===== config.mk =====
export PLATFORM = sky130hd
export DESIGN_NAME = lsu_multilane
export DESIGN_NICKNAME = d
export VERILOG_FILES = /design/src/rtl/lsu_pkg.sv /design/src/rtl/lsu_next_lane.sv /design/src/rtl/lsu_multilane.sv
export SDC_FILE = /design/constraint.sdc
export NUM_CORES = 1
export LEC_CHECK = 0
export CORE_ASPECT_RATIO = 1.2
export CORE_MARGIN = 5
export CORE_UTILIZATION = 45
export CTS_CLUSTER_DIAMETER = 50
export DETAILED_ROUTE_END_ITERATION = 8
export HOLD_SLACK_MARGIN = 0.06
export PLACE_DENSITY_LB_ADDON = 0.1
export SYNTH_ARGS = -nofsm -noshare
export SYNTH_HDL_FRONTEND = slang
export SYNTH_SLANG_ARGS = --single-unit
export TNS_END_PERCENT = 100

===== constraint.sdc =====
create_clock -name clk -period 5.8 [get_ports clk]
set_input_delay 1.45 -clock clk [delete_from_list [all_inputs] [get_ports clk]]
set_output_delay 1.45 -clock clk [all_outputs]
set_load 0.05 [all_outputs]

===== src/rtl/lsu_pkg.sv =====
// Shared encodings for the multi-lane load/store unit: FSM state codes,
// default compute-unit phase values and the lane-pointer width helper.
package lsu_pkg;

  localparam logic [1:0] LSU_IDLE       = 2'd0;
  localparam logic [1:0] LSU_REQUESTING = 2'd1;
  localparam logic [1:0] LSU_WAITING    = 2'd2;
  localparam logic [1:0] LSU_DONE       = 2'd3;

  localparam logic [3:0] CU_REQUEST_DEFAULT = 4'b0011;
  localparam logic [3:0] CU_UPDATE_DEFAULT  = 4'b0110;

  // A single-lane build still needs a one-bit pointer.
  function automatic int lane_ptr_w(input int lanes);
    return (lanes > 1) ? $clog2(lanes) : 1;
  endfunction

endpackage


===== src/rtl/lsu_next_lane.sv =====
// Lane scanner: lowest set mask bit strictly above ptr, or the lowest set
// bit overall when first is high.
module lsu_next_lane
  import lsu_pkg::*;
#(
  parameter int NUM_LANES = 4,
  parameter int PTR_W     = lane_ptr_w(NUM_LANES)
) (
  input  logic [NUM_LANES-1:0] mask,
  input  logic [PTR_W-1:0]     ptr,
  input  logic                 first,
  output logic [PTR_W-1:0]     next,
  output logic                 found
);

  // Scanning downward lets the lowest qualifying lane win.
  always_comb begin
    next  = '0;
    found = 1'b0;
    for (int i = NUM_LANES - 1; i >= 0; i--) begin
      if (mask[i] && (first || (i > int'(ptr)))) begin
        next  = PTR_W'(i);
        found = 1'b1;
      end
    end
  end

endmodule


===== src/rtl/lsu_multilane.sv =====
// Multi-lane load/store unit: captures per-lane operands under a lane mask and
// serialises one memory transaction per active lane over shared ports.
module lsu_multilane
  import lsu_pkg::*;
#(
  parameter int         DATA_ADDR_WIDTH = 8,
  parameter int         DATA_WIDTH      = 16,
  parameter int         NUM_LANES       = 4,
  parameter logic [3:0] CU_REQUEST      = CU_REQUEST_DEFAULT,
  parameter logic [3:0] CU_UPDATE       = CU_UPDATE_DEFAULT
) (
  input  logic                            clk,
  input  logic                            reset,
  input  logic [3:0]                      cu_state,
  input  logic                            lsu_en,
  input  logic [NUM_LANES-1:0]            lane_mask,
  input  logic                            mem_ren,
  input  logic                            mem_wen,
  input  logic [NUM_LANES*16-1:0]         rs1,
  input  logic [NUM_LANES*16-1:0]         rs2,
  output logic [NUM_LANES*DATA_WIDTH-1:0] lsu_data_out,
  output logic [1:0]                      lsu_state,
  output logic                            lsu_err,
  input  logic                            read_req_rdy,
  output logic [DATA_ADDR_WIDTH-1:0]      read_req_addr,
  output logic                            read_req_addr_val,
  output logic                            read_resp_rdy,
  input  logic [DATA_WIDTH-1:0]           read_resp_data,
  input  logic                            read_resp_data_val,
  input  logic                            write_req_rdy,
  output logic [DATA_ADDR_WIDTH-1:0]      write_req_addr,
  output logic [DATA_WIDTH-1:0]           write_req_data,
  output logic                            write_req_val,
  input  logic                            write_resp_val
);

  localparam int PTR_W = lane_ptr_w(NUM_LANES);

  logic [1:0]                 state, state_nxt;
  logic [PTR_W-1:0]           ptr, lane_nxt;
  logic                       lane_found, op_load, err;
  logic [NUM_LANES-1:0]       mask_q, scan_mask;
  logic [DATA_ADDR_WIDTH-1:0] addr_q   [NUM_LANES];
  logic [15:0]                store_q  [NUM_LANES];
  logic [DATA_WIDTH-1:0]      result_q [NUM_LANES];
  logic                       in_idle, capture_req, op_legal, req_accept, resp_done;
  logic                       unused_rs1;

  // Only the low DATA_ADDR_WIDTH bits of each rs1 lane form the address.
  assign unused_rs1 = ^rs1;

  assign in_idle     = (state == LSU_IDLE);
  assign capture_req = in_idle && lsu_en && (cu_state == CU_REQUEST);
  assign op_legal    = mem_ren ^ mem_wen;
  assign scan_mask   = in_idle ? lane_mask : mask_q;
  assign req_accept  = (state == LSU_REQUESTING) && (op_load ? read_req_rdy : write_req_rdy);
  assign resp_done   = (state == LSU_WAITING) && (op_load ? read_resp_data_val : write_resp_val);

  lsu_next_lane #(.NUM_LANES(NUM_LANES), .PTR_W(PTR_W)) u_next_lane (
    .mask  (scan_mask),
    .ptr   (ptr),
    .first (in_idle),
    .next  (lane_nxt),
    .found (lane_found)
  );

  always_ff @(posedge clk) begin
    if (reset) state <= LSU_IDLE;
    else       state <= state_nxt;
  end

  always_comb begin
    state_nxt = state;
    case (state)
      LSU_IDLE:       if (capture_req && op_legal) state_nxt = lane_found ? LSU_REQUESTING : LSU_DONE;
      LSU_REQUESTING: if (req_accept) state_nxt = LSU_WAITING;
      LSU_WAITING:    if (resp_done) state_nxt = lane_found ? LSU_REQUESTING : LSU_DONE;
      LSU_DONE:       if (cu_state == CU_UPDATE) state_nxt = LSU_IDLE;
      default:        state_nxt = LSU_IDLE;
    endcase
  end

  // Capture, lane pointer and per-lane result registers.
  always_ff @(posedge clk) begin
    if (reset) begin
      ptr     <= '0;
      op_load <= 1'b0;
      mask_q  <= '0;
      err     <= 1'b0;
      for (int i = 0; i < NUM_LANES; i++) begin
        addr_q[i]   <= '0;
        store_q[i]  <= '0;
        result_q[i] <= '0;
      end
    end else begin
      err <= capture_req && mem_ren && mem_wen;
      if (capture_req && op_legal) begin
        op_load <= mem_ren;
        mask_q  <= lane_mask;
        ptr     <= lane_nxt;
        for (int i = 0; i < NUM_LANES; i++) begin
          addr_q[i]  <= rs1[16*i +: DATA_ADDR_WIDTH];
          store_q[i] <= rs2[16*i +: 16];
        end
      end
      if (resp_done) begin
        if (op_load) result_q[ptr] <= read_resp_data;
        if (lane_found) ptr <= lane_nxt;
      end
    end
  end

  always_comb begin
    read_req_addr_val = 1'b0;
    write_req_val     = 1'b0;
    read_resp_rdy     = 1'b0;
    case (state)
      LSU_REQUESTING: begin
        read_req_addr_val = op_load;
        write_req_val     = !op_load;
      end
      LSU_WAITING: read_resp_rdy = op_load;
      default: ;
    endcase
  end

  assign lsu_state      = state;
  assign lsu_err        = err;
  assign read_req_addr  = addr_q[ptr];
  assign write_req_addr = addr_q[ptr];
  assign write_req_data = DATA_WIDTH'(store_q[ptr]);

  for (genvar g = 0; g < NUM_LANES; g++) begin : g_out
    assign lsu_data_out[g*DATA_WIDTH +: DATA_WIDTH] = result_q[g];
  end

endmodule


==> results of run 1 <==
## worst min-delay path, delay by kind of cell (launching register included)
family / cells / cell delay, ns
DFF: 1 / 0.34
and+or+nand+nor: 1 / 0.09
muxes: 1 / 0.07
## worst max-delay path by stage
stage                            from                    endpoint  slack [ns]
detailed placement        cu_state[1]  addr_q[2][0]$_SDFFCE_PN0P_        1.42
finish              ptr[0]$_SDFF_PP0_           write_req_addr[5]        1.51
global placement          cu_state[1]  addr_q[0][1]$_SDFFCE_PN0P_        1.52
floorplan                 cu_state[2]  addr_q[0][0]$_SDFFCE_PN0P_        0.90
CTS                 ptr[0]$_SDFF_PP0_           write_req_addr[4]        1.42
global route        ptr[0]$_SDFF_PP0_           write_req_addr[5]        1.30
## routing by layer
layer / GRT usage / wire [um]
met4: 0.0559 / 199
met2: 0.297 / 8020
met3: 0.0726 / 1460
met1: 0.195 / 5880
met5: 0 / 0
## report_power, final
| group | internal [mW] | total (mW) | switching (mW) |
|---|---|---|---|
| logic | 0.135 | 0.289 | 0.154 |
| registers | 1.37 | 1.39 | 0.0127 |
| clock network | 0.678 | 1.13 | 0.455 |
| total | 2.19 | 2.81 | 0.622 |
## stage by stage
step	worst slack, ns	instance area, um^2	power (mW)
global placement	1.52	9550	1.70
floorplan	0.896	7090	1.55
finish	1.51	10200	2.81
CTS	1.42	10200	2.84
detailed placement	1.42	9550	1.70
global route	1.30	10200	2.91
## Yosys cell counts (2+ instances only)
| cell | count | share of area |
|---|---|---|
| buf_2 | 5 | 0.0035 |
| clkbuf_1 | 14 | 0.0074 |
| and2_1 | 108 | 0.095 |
| nor2b_1 | 4 | 0.0035 |
| nand3_1 | 3 | 0.0021 |
| inv_1 | 19 | 0.010 |
| nand4b_1 | 2 | 0.0025 |
| dfxtp_1 | 9 | 0.025 |
| buf_4 | 8 | 0.0085 |
| o21ai_0 | 5 | 0.0035 |
| nand2_1 | 25 | 0.013 |
| edfxtp_1 | 160 | 0.68 |
| nor3b_1 | 2 | 0.0021 |
| a21oi_1 | 2 | 0.0014 |
| clkbuf_2 | 5 | 0.0035 |
| mux2i_1 | 7 | 0.0099 |
| nor2_1 | 44 | 0.023 |
| nor3_1 | 3 | 0.0021 |
| mux4_2 | 24 | 0.076 |
| buf_1 | 2 | 0.0011 |
## registers in the layout, summed over array words and instances (netlist names)
| name | cells |
|---|---|
| lsu_err | 1 |
| op_load | 1 |
| addr_q | 32 |
| lsu_state | 2 |
| mask_q | 3 |
| result_q | 64 |
| store_q | 64 |
| ptr | 2 |
## final cells by class
class	count	area (um^2)	area share
Clock buffer	17	425	0.0419
Clock inverter	14	171	0.0169
Inverter	19	71.3	0.00702
Multi-Input combinational cell	252	1880	0.185
Sequential cell	169	4990	0.491
Tap cell	208	260	0.0256
Timing Repair Buffer	238	2360	0.232
## logic make-up (layout without fill, tap and decap cells)
group	after synthesis	in the layout	share of synthesized area
simple gates	201	201	0.155
flops	169	169	0.703
buf+inv	53	288	0.0340
mux	31	31	0.0861
compound gates	19	19	0.0208
xor+xnor	1	1	0.00124
==> impl_metrics.tcl, run 1 <==
set metrics [dict create \
    outcome "complete, no violations" \
    postCtsHoldBufs 0 \
    r2r_start "lsu_state[0]$_SDFFE_PP0P_" \
    maxCapViolations 0 \
    ioPinCount 263 \
    cts_max_level 4 \
    hp-class "flop to flop" \
    wl_um 15600 \
    via_count 4508 \
    antenna_found_initial 0 \
    min_from "mask_q[2]$_SDFFE_PP0P_" \
    grt_use_total 0.172 \
    period_share 0.739 \
    wl_per_cell_um 17.0 \
    io_buffer_count 230 \
    row_count 50 \
    skew_ns 0.00641 \
    hold-path-cell-count 2 \
    yosysSeqAreaShare 0.703 \
    yosys.cell_types.count 43 \
    utilization 0.652 \
    cts-resized-gates 0 \
    setup_viol 0 \
    critPathKind "flop to output pin" \
    p_leak_nw 3.76 \
    cts_tree "yes" \
    dp.cells 885 \
    fill_cells 1139 \
    syn_avg_cell_area_um2 15.0 \
    arrival_ns 2.84 \
    power_density_mw_per_mm2 277 \
    min_period_ns 4.29 \
    first_iter_violations 276 \
    grt_pass1_wl_um 24900 \
    cts-buffers-inserted 17 \
    root_buffer "clkbuf_16" \
    crit_path_max_fanout 32 \
    crit_cells 2 \
    die_area_mm2 0.0184 \
    clk-insertion-delay-late_ns 0.42 \
    whs_ns 0.547 \
    fmax_ghz 0.233 \
    cts_setup_buffers 0 \
    cp.required_ns 4.35 \
    dr.pass1.iters 5 \
    grt_pass1_vias 4834 \
    cp-start-kind "flop" \
    final_cells 917 \
    die_h_um 148 \
    synth_cells 474 \
    mostFrequentLayoutCells "clkdlybuf4s50_1 (230), edfxtp_1 (160), and2_1 (108)" \
    critPathBufInv 1 \
    synth_edf_count 160 \
    cts.sinks 169 \
    yosysWarnings 0 \
    core_area_mm2 0.0156 \
    area_growth_pct 43.2 \
    ys_ff_latch 169 \
    crit_family "flip-flops" \
    maxSlewHeadroom 0.177 \
    critPathSlowestCell "dfxtp_2" \
    grt_overflow_total 0 \
    fp.dieW_um 125 \
    ys.flop_type "edfxtp_1" \
    grt_max_degree 97 \
    start_util 0.455 \
    slew_viol_final 0 \
    crit_path_end_kind "output pin" \
    async_flop_share 0 \
    rrSetupSlack_ns 2.88 \
    ant_nets 0 \
    diodes 0 \
    cts_buffer_depth 2 \
    r2r_cells 4 \
    hold_violations 0 \
    hold_end "mask_q[2]$_SDFFE_PP0P_" \
    rsz0062_at_grt "false" \
    syn_nets 635 \
    setup_tns_ns 0 \
    timing.rr.end "addr_q[3][2]$_SDFFCE_PN0P_" \
    cts.clk_slew.worst_paths_ns 0.06 \
    fin_nets 858 \
    ir_drop_v 0.000165 \
    hpwl_um 11000 \
    critPathMaxStageDelay_ns 1.03 \
    syn_area_mm2 0.00709 \
    viasPerCell 4.92 \
    place_congestion 0.798 \
    crit_chain "mux4_2 -> clkdlybuf4s50_1" \
    drc 0 \
    drive_gt1_frac 0.0973 \
    layout_commonest_cell "clkdlybuf4s50_1" \
    worstMarginPinSlew_ns 1.23 \
]
No activity file was read; power rests on OpenSTA's default activity.
==> run 2: changes to the inputs <==
==> constraint.sdc (replaced) <==
create_clock -name clk -period 4.35 [get_ports clk]
set_input_delay 1.0875 -clock clk [delete_from_list [all_inputs] [get_ports clk]]
set_output_delay 1.0875 -clock clk [all_outputs]
set_load 0.05 [all_outputs]
==> impl_metrics.tcl, run 2 (synthesis results as in run 1) <==
set metrics [dict create \
    grt_pass1_wl_um 24200 \
    setup_viol 0 \
    fin_ws_ns 0.712 \
    finalPower_mw 3.72 \
    hp-class "flop to flop" \
    cts_tree "yes" \
    die_area_mm2 0.0184 \
    wl_um 15200 \
    via_count 4445 \
    wl_per_cell_um 16.5 \
    critPathBufInv 2 \
    cts-resized-gates 0 \
    period_share 0.836 \
    maxCapViolations 0 \
    die_h_um 148 \
    min_period_ns 3.64 \
    final_cell_area_mm2 0.0102 \
    grt_overflow_total 0 \
    whs_ns 0.528 \
    final_cells 921 \
    crit_chain "buf_4 -> mux4_2 -> clkdlybuf4s50_1" \
    cts-buffers-inserted 17 \
    grt_max_degree 97 \
    first_iter_violations 234 \
    slew_viol_final 0 \
    cts_setup_buffers 0 \
    row_count 50 \
    hold_violations 0 \
    dp.cells 890 \
    p_leak_nw 3.78 \
    utilization 0.655 \
    cp-start-kind "flop" \
    ant_nets 0 \
    ir_drop_v 0.000228 \
    skew_ns 0.00741 \
    arrival_ns 2.55 \
    cts.sinks 169 \
    mostFrequentLayoutCells "clkdlybuf4s50_1 (230), edfxtp_1 (160), and2_1 (108)" \
    diodes 0 \
    root_buffer "clkbuf_16" \
    rsz0062_at_grt "false" \
    worstMarginPinSlew_ns 1.18 \
    postCtsHoldBufs 0 \
    cts_buffer_depth 2 \
    cts_max_level 4 \
    start_util 0.455 \
    r2r_start "lsu_state[1]$_SDFFE_PP0P_" \
    critPathMaxStageDelay_ns 0.73 \
    antenna_found_initial 0 \
    clk-insertion-delay-late_ns 0.42 \
    maxSlewHeadroom 0.209 \
    drc 0 \
    critPathSlowestCell "clkdlybuf4s50_1" \
    grt_use_total 0.168 \
    ioPinCount 263 \
    crit_path_max_fanout 32 \
    pre_cts_ws_ns 0.896 \
    cp.required_ns 3.26 \
    hpwl_um 11000 \
    min_from "mask_q[2]$_SDFFE_PP0P_" \
    crit_path_end_kind "output pin" \
    setup_tns_ns 0 \
    power_density_mw_per_mm2 365 \
    viasPerCell 4.83 \
    reg_top3 "result_q x64, store_q x64, addr_q x32" \
    placed_area_mm2 0.00962 \
    outcome "complete, no violations" \
    area_growth_pct 43.9 \
    io_buffer_count 230 \
    dr.pass1.iters 5 \
    cts.clk_slew.worst_paths_ns 0.07 \
    fmax_ghz 0.275 \
    critPathKind "flop to output pin" \
    drive_gt1_frac 0.102 \
    fin_nets 862 \
    place_congestion 0.814 \
    core_area_mm2 0.0156 \
    worstSetupStartpoint "ptr[0]$_SDFF_PP0_" \
    layout_commonest_cell "clkdlybuf4s50_1" \
    fill_cells 1106 \
    fp.dieW_um 125 \
    crit_family "buffers and inverters" \
    grt_pass1_vias 4733 \
]
[run 2: path summary, 6_finish.rpt]
| path | cells after the start | end | slack, ns |
|---|---|---|---|
| max reg2reg | 4 | result_q[1][0]$_SDFFCE_PN0P_ | 1.87 |
| min reg2reg | 2 | mask_q[2]$_SDFFE_PP0P_ | 0.53 |
| max | 3 | write_req_addr[2] | 0.71 |
| min | 2 | mask_q[2]$_SDFFE_PP0P_ | 0.53 |
[run 2: worst reg2reg max path: stages (launching register included)]
cell      delay [ns]
dfxtp_1         0.57
nand4b_1        0.31
nor2_1          0.97
nand2_1         0.27
nor2_1          0.18
[run 2: layer usage]
layer	share of wire	track usage	up-vias
met1	0.39	0.193	2117
met3	0.077	0.0589	11
li1	-	-	2140
met4	0.010	0.0603	0
met2	0.53	0.292	177
met5	0	0	-
[run 2: area by class of cell]
cell class	count	area, um^2	area share
Clock buffer	17	425	0.0417
Clock inverter	14	161	0.0158
Inverter	19	71.3	0.00699
Multi-Input combinational cell	252	1880	0.184
Sequential cell	169	4990	0.489
Tap cell	208	260	0.0255
Timing Repair Buffer	242	2420	0.237
[run 2: power by group]
| group | internal, mW | switching (mW) |
|---|---|---|
| Clock | 0.857 | 0.627 |
| Sequential | 1.83 | 0.0165 |
| Combinational | 0.184 | 0.205 |
